`src/rtl/line_tx_packer_if.sv`:
```
// -----------------------------------------------------------------------------
// line_tx_packer_if
//
// Byte-stream handshake between the line packer and the host-side bridge
// (USB FIFO). A byte moves on a rising clock edge where TX_VALID and TX_READY
// are both high.
//
// Signals:
//   TX_DATA  [7:0]  byte on offer, held stable until accepted
//   TX_VALID        TX_DATA is valid
//   TX_READY        sink accepts the byte this cycle
//
// Modports:
//   master  - packer side (drives TX_DATA / TX_VALID)
//   slave   - sink side   (drives TX_READY)
// -----------------------------------------------------------------------------
interface line_tx_packer_if;
  logic [7:0] TX_DATA;
  logic       TX_VALID;
  logic       TX_READY;

  modport master (
    output TX_DATA,
    output TX_VALID,
    input  TX_READY
  );

  modport slave (
    input  TX_DATA,
    input  TX_VALID,
    output TX_READY
  );
endinterface

```
`src/rtl/line_tx_packer.sv`:
```
// -----------------------------------------------------------------------------
// line_tx_packer
//
// Read-side consumer of the ping-pong line buffer. For every LINE_READY it
// rewinds the buffer read pointer, emits a 4-byte line header
// (AA 55 line_lo line_hi), then reads PIX_IN_ROW pixels one at a time and
// sends each as two bytes (high part first) on the valid/ready byte stream.
//
// Parameters:
//   ADC_WIDHT   pixel width in bits (high byte carries bits above bit 7)
//   PIX_IN_ROW  pixels per line (1..1023)
//   LINE_W      width of the line counter
//
// Ports:
//   CLK          read-side clock, all logic on rising edge
//   RESET_N      asynchronous active-low reset
//   LINE_READY   pulse: a full line is available in the buffer
//   FRAME_START  pulse: the next line to start is line 0
//   BUF_RST      pulse: clears the buffer read pointer
//   BUF_RD_EN    pulse: one read strobe per pixel
//   PIX_DATA     buffer output, valid the cycle after BUF_RD_EN
//   tx           byte stream (master modport)
//   BUSY         high whenever a line is in progress
//   LINE_DONE    pulse: the last byte of a line was accepted
//   OVERRUN      sticky: LINE_READY arrived while BUSY
//   OVERRUN_CLR  synchronous clear of OVERRUN (a same-cycle set wins)
// -----------------------------------------------------------------------------
module line_tx_packer #(
  parameter int ADC_WIDHT  = 14,
  parameter int PIX_IN_ROW = 384,
  parameter int LINE_W     = 10
) (
  input  logic                 CLK,
  input  logic                 RESET_N,
  input  logic                 LINE_READY,
  input  logic                 FRAME_START,
  output logic                 BUF_RST,
  output logic                 BUF_RD_EN,
  input  logic [ADC_WIDHT-1:0] PIX_DATA,
  line_tx_packer_if.master     tx,
  output logic                 BUSY,
  output logic                 LINE_DONE,
  output logic                 OVERRUN,
  input  logic                 OVERRUN_CLR
);

  localparam int PIX_CNT_W = (PIX_IN_ROW > 1) ? $clog2(PIX_IN_ROW) : 1;
  localparam logic [PIX_CNT_W-1:0] LAST_PIX = PIX_CNT_W'(PIX_IN_ROW - 1);

  typedef enum logic [2:0] {
    IDLE,
    HDR,
    RD,
    CAP,
    HI,
    LO
  } state_t;

  state_t                 state;
  state_t                 nxt_state;

  logic [1:0]             hdr_idx;
  logic [PIX_CNT_W-1:0]   pix_cnt;
  logic [LINE_W-1:0]      line_num;
  logic                   frame_pend;
  logic [ADC_WIDHT-1:0]   pix_reg;
  logic                   buf_rst_q;
  logic                   line_done_q;
  logic                   overrun_q;

  logic                   start_line;
  logic                   rd_en;
  logic                   tx_valid;
  logic [7:0]             tx_data;
  logic                   tx_fire;
  logic                   last_pix;

  // Header byte for position idx; the high line byte keeps only bits [9:8].
  function automatic logic [7:0] hdr_byte(input logic [1:0]        idx,
                                          input logic [LINE_W-1:0] ln);
    logic [7:0] b;
    case (idx)
      2'd0:    b = 8'hAA;
      2'd1:    b = 8'h55;
      2'd2:    b = 8'(ln);
      default: b = 8'(ln >> 8) & 8'h03;
    endcase
    return b;
  endfunction

  // Pixel bits above bit 7, zero-extended into one byte.
  function automatic logic [7:0] pix_hi(input logic [ADC_WIDHT-1:0] p);
    return 8'(p >> 8);
  endfunction

  function automatic logic [7:0] pix_lo(input logic [ADC_WIDHT-1:0] p);
    return 8'(p);
  endfunction

  // ---------------------------------------------------------------------------
  // State register
  // ---------------------------------------------------------------------------
  always_ff @(posedge CLK or negedge RESET_N) begin
    if (!RESET_N) begin
      state <= IDLE;
    end else begin
      state <= nxt_state;
    end
  end

  // ---------------------------------------------------------------------------
  // Next-state and stream outputs
  // ---------------------------------------------------------------------------
  always_comb begin
    nxt_state  = state;
    start_line = 1'b0;
    rd_en      = 1'b0;
    tx_valid   = 1'b0;
    tx_data    = 8'h00;
    last_pix   = (pix_cnt == LAST_PIX);

    case (state)
      IDLE: begin
        if (LINE_READY) begin
          start_line = 1'b1;
          nxt_state  = HDR;
        end
      end
      HDR: begin
        tx_valid = 1'b1;
        tx_data  = hdr_byte(hdr_idx, line_num);
        if (tx.TX_READY && (hdr_idx == 2'd3)) begin
          nxt_state = RD;
        end
      end
      RD: begin
        rd_en     = 1'b1;
        nxt_state = CAP;
      end
      CAP: begin
        // Buffer output is valid one cycle after the strobe.
        nxt_state = HI;
      end
      HI: begin
        tx_valid = 1'b1;
        tx_data  = pix_hi(pix_reg);
        if (tx.TX_READY) begin
          nxt_state = LO;
        end
      end
      LO: begin
        tx_valid = 1'b1;
        tx_data  = pix_lo(pix_reg);
        if (tx.TX_READY) begin
          nxt_state = last_pix ? IDLE : RD;
        end
      end
      default: begin
        nxt_state = IDLE;
      end
    endcase

    tx_fire = tx_valid && tx.TX_READY;
  end

  // ---------------------------------------------------------------------------
  // Control registers: counters, framing, pulses, sticky overrun
  // ---------------------------------------------------------------------------
  always_ff @(posedge CLK or negedge RESET_N) begin
    if (!RESET_N) begin
      hdr_idx     <= 2'd0;
      pix_cnt     <= '0;
      line_num    <= '0;
      frame_pend  <= 1'b0;
      buf_rst_q   <= 1'b0;
      line_done_q <= 1'b0;
      overrun_q   <= 1'b0;
    end else begin
      buf_rst_q   <= start_line;
      line_done_q <= (state == LO) && tx_fire && last_pix;

      if (start_line) begin
        hdr_idx <= 2'd0;
      end else if ((state == HDR) && tx_fire) begin
        hdr_idx <= hdr_idx + 2'd1;
      end

      if (start_line) begin
        pix_cnt <= '0;
      end else if ((state == LO) && tx_fire && !last_pix) begin
        pix_cnt <= pix_cnt + PIX_CNT_W'(1);
      end

      // A pending or coincident frame start makes the starting line line 0;
      // a frame start during a line only affects the next one.
      if (start_line && (frame_pend || FRAME_START)) begin
        line_num <= '0;
      end else if ((state == LO) && tx_fire && last_pix) begin
        line_num <= line_num + LINE_W'(1);
      end

      if (start_line) begin
        frame_pend <= 1'b0;
      end else if (FRAME_START) begin
        frame_pend <= 1'b1;
      end

      // Set has priority over clear.
      if (LINE_READY && (state != IDLE)) begin
        overrun_q <= 1'b1;
      end else if (OVERRUN_CLR) begin
        overrun_q <= 1'b0;
      end
    end
  end

  // ---------------------------------------------------------------------------
  // Pixel capture (data only, no reset needed: not visible outside HI/LO)
  // ---------------------------------------------------------------------------
  always_ff @(posedge CLK) begin
    if (state == CAP) begin
      pix_reg <= PIX_DATA;
    end
  end

  assign tx.TX_VALID = tx_valid;
  assign tx.TX_DATA  = tx_data;
  assign BUF_RST     = buf_rst_q;
  assign BUF_RD_EN   = rd_en;
  assign BUSY        = (state != IDLE);
  assign LINE_DONE   = line_done_q;
  assign OVERRUN     = overrun_q;

endmodule

```
`src/flat_wrapper.sv`:
```
// flat-port wrapper written by rule: the top's interface ports become plain ports
module line_tx_packer_flat 
#(
  parameter int ADC_WIDHT  = 14,
  parameter int PIX_IN_ROW = 384,
  parameter int LINE_W     = 10
)
  (CLK, RESET_N, LINE_READY, FRAME_START, BUF_RST, BUF_RD_EN, PIX_DATA, BUSY, LINE_DONE, OVERRUN, OVERRUN_CLR, tx_TX_DATA, tx_TX_VALID, tx_TX_READY);
  line_tx_packer_if tx_i ();
  input  logic CLK;
  input  logic RESET_N;
  input  logic LINE_READY;
  input  logic FRAME_START;
  output logic BUF_RST;
  output logic BUF_RD_EN;
  input  logic [ADC_WIDHT-1:0] PIX_DATA;
  output logic BUSY;
  output logic LINE_DONE;
  output logic OVERRUN;
  input  logic OVERRUN_CLR;
  output wire logic [$bits(tx_i.TX_DATA)-1:0] tx_TX_DATA;
  output wire logic [$bits(tx_i.TX_VALID)-1:0] tx_TX_VALID;
  input wire logic [$bits(tx_i.TX_READY)-1:0] tx_TX_READY;
  assign tx_TX_DATA = tx_i.TX_DATA;
  assign tx_TX_VALID = tx_i.TX_VALID;
  assign tx_i.TX_READY = tx_TX_READY;
  line_tx_packer #(.ADC_WIDHT(ADC_WIDHT), .PIX_IN_ROW(PIX_IN_ROW), .LINE_W(LINE_W)) u_core (.CLK(CLK), .RESET_N(RESET_N), .LINE_READY(LINE_READY), .FRAME_START(FRAME_START), .BUF_RST(BUF_RST), .BUF_RD_EN(BUF_RD_EN), .PIX_DATA(PIX_DATA), .tx(tx_i), .BUSY(BUSY), .LINE_DONE(LINE_DONE), .OVERRUN(OVERRUN), .OVERRUN_CLR(OVERRUN_CLR));
endmodule
```
`config.mk`:
```
export PLATFORM = sky130hd
export DESIGN_NAME = line_tx_packer_flat
export DESIGN_NICKNAME = d
export VERILOG_FILES = /design/src/rtl/line_tx_packer_if.sv /design/src/rtl/line_tx_packer.sv /design/src/flat_wrapper.sv
export SDC_FILE = /design/constraint.sdc
export NUM_CORES = 1
export LEC_CHECK = 0
export BUFFER_PORTS_ARGS = -buffer_cell sky130_fd_sc_hd__buf_2
export CORE_ASPECT_RATIO = 0.6
export CORE_MARGIN = 2
export CORE_UTILIZATION = 40
export DETAILED_ROUTE_END_ITERATION = 16
export PLACE_DENSITY = 0.57
export SLEW_MARGIN = 30
export SYNTH_ARGS = -nofsm -noshare
export SYNTH_HDL_FRONTEND = slang
export SYNTH_SLANG_ARGS = --single-unit
```
`constraint.sdc`:
```
create_clock -name CLK -period 2.73 [get_ports CLK]
set_input_delay 0 -clock CLK [delete_from_list [all_inputs] [get_ports CLK]]
set_output_delay 0 -clock CLK [all_outputs]
set_load 0.01 [all_outputs]
```
**Word level (Yosys, flattened, before mapping)**

Cells that the tools add are included.

- Register bits: 42
- Bits of input ports: 20
- Output and inout port bits: 14

- $add $sub $neg: 3
- Equal/unequal tests: 13
- Multiplexer cells: 22
- Reduce and logical (&&, ||, !) cells: 20

Operators by type and width:

| cell | number |
|---|---|
| 8-bit case mux with 3 select lines | 2 |
| 10-bit 2-to-1 mux | 2 |
| 9-bit 2-to-1 mux | 2 |
| 3-bit case mux with 6 select lines | 1 |
| 3-bit 2-to-1 mux | 4 |
| 10-bit by 1-bit adder with 10-bit output (second input constant) | 1 |
| 2-bit nonzero test | 5 |
| 9-bit by 1-bit adder with 9-bit output (second input constant) | 1 |
| 9-bit == test (second input constant) | 1 |
| 1-bit logical AND | 8 |
| 1-bit 2-to-1 mux | 8 |
| 3-bit by 2-bit == test with 1-bit output (second input constant) | 2 |
| 3-bit == test (second input constant) | 2 |
| 2-bit 2-to-1 mux | 3 |
| 2-bit inequality test (second input constant) | 3 |
| 2-bit == test (second input constant) | 2 |
| 4-bit AND reduction | 1 |
| 3-bit by 1-bit == test with 1-bit output (second input constant) | 1 |
| 3-bit logical NOT | 1 |
| 3-bit nonzero test | 1 |
| 3-bit OR reduction | 1 |
| 2-bit by 1-bit adder with 2-bit output (second input constant) | 1 |
| 2-bit by 1-bit == test with 1-bit output (second input constant) | 1 |
| 2-bit logical NOT | 1 |
| other kinds (3) | 3 |

**Longest topological paths before layout**

Gate-level depths: netlist of run 1.

- Depth after elaboration: 8
- Mapped depth: 6

**Worst setup path before layout of run 1**

OpenSTA, ideal clock, no wires.

- Path kind: flip-flop to flip-flop
- From: reg u_core.state[0]
- To: reg u_core.line_num[0]
- Library setup time: 0.125 ns
- Data arrival time: 1.728 ns
- Setup slack: 0.877 ns
- Cell stages (with the launch flop): 7
- Path buffers: 2
- Period minus slack after synthesis: 1.853 ns
- Cell sequence: dfrtp_1 -> buf_2 -> or4b_1 -> buf_2 -> nor2_4 -> nor2_1 -> mux2_2

- Cells in the longest elaborated chain, start to end: 7

Ends and longest elaborated chain:

| element | RTL line | text |
|---|---|---|
| start, declared | line_tx_packer.sv:59 | `state_t state;` |
| start signal, assigned | line_tx_packer.sv:107 | `state <= nxt_state;` |
| 3-bit == test, or another cell as far along | line_tx_packer.sv:122 | `case (state)` |
| 3-bit OR reduction (no source line) | - |  |
| 1-bit 2-to-1 mux | line_tx_packer.sv:122 |  |
| 1-bit logical AND | line_tx_packer.sv:163 | `tx_fire = tx_valid && tx.TX_READY;` |
| 1-bit logical AND (2 in a row) | line_tx_packer.sv:198 | `end else if ((state == LO) && tx_fire && last_pix) begin` |
| 2-bit nonzero test (no source line) | - |  |
| end signal, assigned | line_tx_packer.sv:199 | `line_num <= line_num + LINE_W'(1);` |
| end, declared | line_tx_packer.sv:64 | `logic [LINE_W-1:0] line_num;` |

Several ways; a longest one is shown, not always the timed one.
A chain may end at the register's enable or synchronous reset.

**Final worst setup path of run 1**

- From: reg u_core.state[1]
- To: reg u_core.line_num[9]

Same word-level chain as after synthesis.

==> metrics, run 1 <==
status finished, final reports clean; vias in the first global route 1,651; Fill cells 458; die height 61.0 um; setup violators final 0; largest net degree at the start of global routing 29; placed inst area between 2000 and 2500 um^2; asr flop ratio synth 66.7%; antenna violations before repair 0; Post-synth EDFFs 14; Antenna Violating Nets Remaining 0; Primary FF master, synth dfrtp_1; Post-Synthesis Cells 213; I/O pin count 34; TritonCTS clock tree built; FF+latch count, synth 42; CP endpoint kind flop; final wirelength around 5000 um; WL/cell 14.9 um; VDD IR max 0.000429 V; share of cells above drive strength 1 19.0%; post-CTS setup buffers 0; Avg Vias per Cell ~5.3; hold path depth 3; CP Class reg2reg; TritonCTS buffer count 5; Clock transition at path regs 0.08 ns; RSZ-0062 raised after global routing no; core area approximately 5100 um^2; n_diodes 0; drt drc 0; synthesized area 2160 um^2; Net Count, Synth 240; worst-path cell chain nand4b_4, or4_4, nor3_1, mux2_2; worst-margin pin slew 0.660 ns; Max-slew headroom 55.6%; HPWL Detailed 3480 um; fmax 468 MHz; synthesis-to-layout area growth 24.4%; detailed-route via count 1,778; hold crit path type in2reg; starting density of the core 42.1%; leakage power about 1.2 nW; CP arrival 2.31 ns; Worst Skew 0.00909 ns; max cap viols 0; row count 20; Resized Gates After CTS 0; global-route wire length before repair just over 8000 um; Critical-path top delay cell or4_4; Die W 98.9 um; I/O Buffers 33; startpoint types flop; Total GRT Usage ~18%; initial drt markers 116; Period minus WS final 2.14 ns; period utilization slightly below 80%; GRT overflow 0; Mean Syn Cell Area 10.2 um^2; Worst Path Required 2.90 ns; count of final max-slew check failures 0; Final Cell Area 2690 um^2; Clock Latency Late Sink 0.29 ns; Final #Nets ~290; synth warn 0; setup TNS 0 ns; cells on worst reg2reg path 4; max reg flops 14; RePlAce Congestion 0.808; Pwr Density 815 nW/um^2; CP peak stage delay 0.60 ns; Die ar. 6030 um^2; final hold vios 0; CTS hold repair buffers 18; clk sinks 42; Seq/Total Area, Yosys 51.9%; DR pass1 iterations 4; clock root cell clkbuf_8; Crit Path Max Fanout 15; Bufs on Longest Clock Path 2; Distinct cells, synth 44; level count of the clock H-tree 2
==> per-layer routing <==
metal	vias up	track usage [%]	share of wire, %	wire length [um]
li1	879	-	-	-
met1	847	26.8	53	2640
met2	50	25.9	41	2060
met3	2	4.26	5.5	276
met4	0	3.91	0.42	21
met5	-	0	0	0
==> synthesized netlist by cell type, drive strengths merged, types with 3 or more instances <==
cell,n,area [um^2]
a21oi,18,90.1
a31oi,3,18.8
and2,5,31.3
and3,4,25.0
buf,5,26.3
dfrtp,28,701
edfxtp,14,420
ha,7,87.6
inv,8,30.0
mux2,3,33.8
mux2i,7,70.1
nand2,22,82.6
nand2b,3,18.8
nand3,7,35.0
nand4b,3,41.3
nor2,19,78.8
nor3,6,30.0
nor4,3,18.8
o21ai,13,65.1
or3,6,37.5
xnor2,4,35.0
==> power by group <==
part / total [mW] / internal [mW] / switching, mW / leakage (nW)
combinational: 0.843 / 0.352 / 0.492 / 0.617
sequential: 0.876 / 0.776 / 0.0996 / 0.506
clock: 0.472 / 0.256 / 0.216 / 0.0575
==> cell usage in the layout, fill, tap and decap left out, drive strengths merged, types with 3 or more instances in the layout <==
cell / synthesis / layout
and2: 5 / 5
nor2: 19 / 19
a31oi: 3 / 3
nor3: 6 / 6
dlygate4sd3: 0 / 18
ha: 7 / 7
edfxtp: 14 / 14
clkbuf: 2 / 8
mux2: 3 / 3
nand2b: 3 / 3
nor4: 3 / 3
buf: 5 / 36
nand2: 22 / 22
o21ai: 13 / 13
and3: 4 / 4
xnor2: 4 / 4
nand4b: 3 / 3
nand3: 7 / 7
mux2i: 7 / 7
or3: 6 / 6
dfrtp: 28 / 28
a21oi: 18 / 18
inv: 8 / 8
==> final timing paths <==
kind	slack, ns	end	from
hold / removal	0.07	u_core.state[1]	LINE_READY
min in group asynchronous	0.28	u_core.pix_cnt[2]	RESET_N
setup / recovery	0.59	u_core.line_num[9]	u_core.state[1]
max in group asynchronous	2.02	u_core.line_num[9]	RESET_N
hold reg to reg	0.53	u_core.frame_pend	u_core.frame_pend
setup reg to reg	0.59	u_core.line_num[9]	u_core.state[1]
==> worst max-delay path: cells and delay by family (launching register included) <==
family,cells,cell delay [ns]
simple gates,3,1.13
flops,1,0.55
mux,1,0.35
==> logic make-up after synthesis <==
logic type / Yosys count / share of synthesized area, %
fa+ha+maj: 7 / 4.05
xor+xnor: 4 / 1.62
mux: 10 / 4.80
simple gates: 90 / 22.7
compound gates: 44 / 11.8
buf+inv: 16 / 3.12
flops: 42 / 51.9
==> metrics by stage <==
step / utilization [%] / total power [mW] / worst slack (ns) / cells / hold WS (ns)
floorplan: - / 1.43 / 0.877 / 213 / -0.296
global placement: 46.8 / 1.70 / 0.665 / 308 / 0.0675
finish: 52.4 / 2.19 / 0.594 / 334 / 0.0690
CTS: 52.4 / 2.20 / 0.620 / 334 / 0.0619
global route: 52.4 / 2.35 / 0.451 / 334 / 0.118
detailed placement: 46.8 / 1.70 / 0.639 / 308 / 0.0810
==> area by class of cell <==
cell class	count	area [um^2]	share of cell area (%)
inverter	9	33.8	1.26
timing repair buffer	54	368	13.7
multi-input combinational	155	973	36.2
sequential	42	1120	41.7
clock buffer	8	110	4.09
tap	66	82.6	3.07
Power figures use the tool's default switching activity.
==> inputs of run 2 (changes only) <==
--- a/config.mk
+++ b/config.mk
@@ -10,7 +10,7 @@
 export CORE_MARGIN = 2
 export CORE_UTILIZATION = 40
 export DETAILED_ROUTE_END_ITERATION = 16
-export PLACE_DENSITY = 0.57
+export PLACE_DENSITY = 0.59
 export SLEW_MARGIN = 30
 export SYNTH_ARGS = -nofsm -noshare
 export SYNTH_HDL_FRONTEND = slang
==> constraint.sdc (replaced) <==
create_clock -name CLK -period 1.9 [get_ports CLK]
set_input_delay 0 -clock CLK [delete_from_list [all_inputs] [get_ports CLK]]
set_output_delay 0 -clock CLK [all_outputs]
set_load 0.01 [all_outputs]
==> metrics, run 2 (same netlist as run 1, synthesis figures left out) <==
antenna violations before repair 0 (unchanged); vias in the first global route 1,614 (-2.2%); Antenna Violating Nets Remaining 0 (unchanged); setup ws final 0.0214 ns (-0.572 ns); Period minus WS final 1.88 ns (-0.258 ns); Fill cells 439 (-4.1%); Design Power 3.43 mW (+56%); Worst R2R End u_core.line_num[9]; CP Class reg2reg; die height 61.0 um (unchanged); Die W 98.9 um (unchanged); TritonCTS clock tree built; status finished, final reports clean; Critical-path top delay cell or4_4; setup violators final 0 (unchanged); VDD IR max 0.000532 V (+24%); Total GRT Usage 18.0% (+0.24 points); max cap viols 0 (unchanged); CP arrival 2.08 ns (-0.23 ns); RSZ-0062 raised after global routing yes; I/O pin count 34 (unchanged); Worst Skew 0.00539 ns (-0.00370 ns); hold path depth 3 (unchanged); Avg Vias per Cell 5.19 (-2.5%); fmax 532 MHz (+14%); I/O Buffers 33 (unchanged); most common cell after layout, fill and taps aside buf_2; final hold vios 0 (unchanged); core area 5130 um^2 (unchanged); Max-slew headroom 56.2% (+0.60 points); pre-CTS setup slack 0.0185 ns (-0.620 ns); final wirelength 5320 um (+6.7%); R2R Path Start u_core.pix_cnt[7]; Clock Latency Late Sink 0.31 ns (+0.02 ns); Crit Path Max Fanout 6 (-9); startpoint types flop; Bufs on Longest Clock Path 2 (unchanged); global-route wire length before repair 8040 um (-1.6%); starting density of the core 42.1% (unchanged); initial drt markers 80 (-31%); hold crit path type in2reg; largest net degree at the start of global routing 29 (unchanged); worst-path cell chain nand3b_1, or4_4, nor3_2, mux2_2; CP endpoint kind flop; worst-margin pin slew 0.657 ns (-0.00290 ns); R2R setup slack 0.02 ns (-0.57 ns); most frequent cells in the layout 33 x buf_2, 25 x dfrtp_1, 22 x nand2_1; clock root cell clkbuf_8; DR pass1 iterations 4 (unchanged); TritonCTS buffer count 5 (unchanged); drt drc 0 (unchanged); synthesis-to-layout area growth 33.5%; CP peak stage delay 0.61 ns (about the same); WP buf/inv 0 (unchanged); detailed-route via count 1,811 (+1.9%); Worst Path Required 2.10 ns (-0.80 ns); RePlAce Congestion 0.800 (-1.0%); Hold EP u_core.state[1]; period utilization 98.9% (+21 points); setup TNS 0 ns (unchanged); WL/cell 15.3 um (+2.1%); Final #Nets 309 (+5.1%); Pwr Density 1190 nW/um^2 (+46%); Finished Layout Cells 349 (+4.5%); level count of the clock H-tree 2 (unchanged); clk sinks 42 (unchanged); HPWL Detailed 3700 um (+6.1%); Die ar. 6030 um^2 (unchanged); GRT overflow 0 (unchanged); row count 20 (unchanged); max reg flops 14 (unchanged); placed cells 323 (+4.9%); Largest delay share family, worst path simple AND/OR/NAND/NOR gates; count of final max-slew check failures 0 (unchanged); final hold slack 0.0501 ns (-0.0189 ns); cells on worst reg2reg path 4 (unchanged); Clock transition at path regs 0.08 ns (about the same); leakage power 1.26 nW (+6.3%); share of cells above drive strength 1 29.0% (+9.9 points); n_diodes 0 (unchanged); hold path start LINE_READY
run 2: cell count changes in the layout (fill, tap and decap cells not counted), sizes merged:
cell,before,now
bufinv,0,1
buf,36,51
clkinv,1,3
clkbuf,8,5
run 2: worst max path at each step:
stage	startpoint	end	slack (ns)	cells after the start
4_1_cts	u_core.pix_cnt[7]	u_core.line_num[9]	0.009	4
6_report	u_core.pix_cnt[7]	u_core.line_num[9]	0.02	4
3_5_place_dp	u_core.pix_cnt[7]	u_core.line_num[9]	0.02	4
3_3_place_gp	u_core.pix_cnt[7]	u_core.line_num[9]	0.04	4
5_1_grt	u_core.hdr_idx[1]	tx_TX_DATA[0]	-0.003	6
2_1_floorplan	u_core.state[0]	u_core.line_num[0]	0.05	6
run 2: power breakdown:
group	internal, mW	switching [mW]
logic	0.650	0.819
clock network	0.387	0.330
registers	1.12	0.119
run 2: what timing repair did:
action	4_1_cts	5_1_grt
hold buffers	18	0
buffers inserted	0	0
endpoints found under the hold margin	44	0
resized for setup	4	17
endpoints found under the setup margin	3	12
run 2: worst reg2reg max path: stages, from the launching register on:
cell,delay (ns)
dfrtp_1,0.42
nand3b_1,0.23
or4_4,0.61
nor3_2,0.18
mux2_2,0.34
run 2: metal layers:
layer / routed length [um] / GRT usage [%]
met1: 2810 / 27.3
met2: 2180 / 24.3
met3: 287 / 6.57
met4: 42 / 3.52
met5: 0 / 0
run 2: metrics by stage:
stage | area, um^2 | util, %
2_1_floorplan | 2160 | -
6_report | 2890 | 56.3
3_3_place_gp | 2510 | 49.0
5_1_grt | 2890 | 56.3
3_5_place_dp | 2510 | 49.0
4_1_cts | 2810 | 54.9
run 2: cell type report:
class	instances	area (um^2)	area share, %
sequential	42	1120	39.0
tap	66	82.6	2.86
clock inverter	3	40.0	1.39
inverter	9	33.8	1.17
clock buffer	5	68.8	2.38
timing repair buffer	69	484	16.8
multi-input combinational	155	1050	36.5
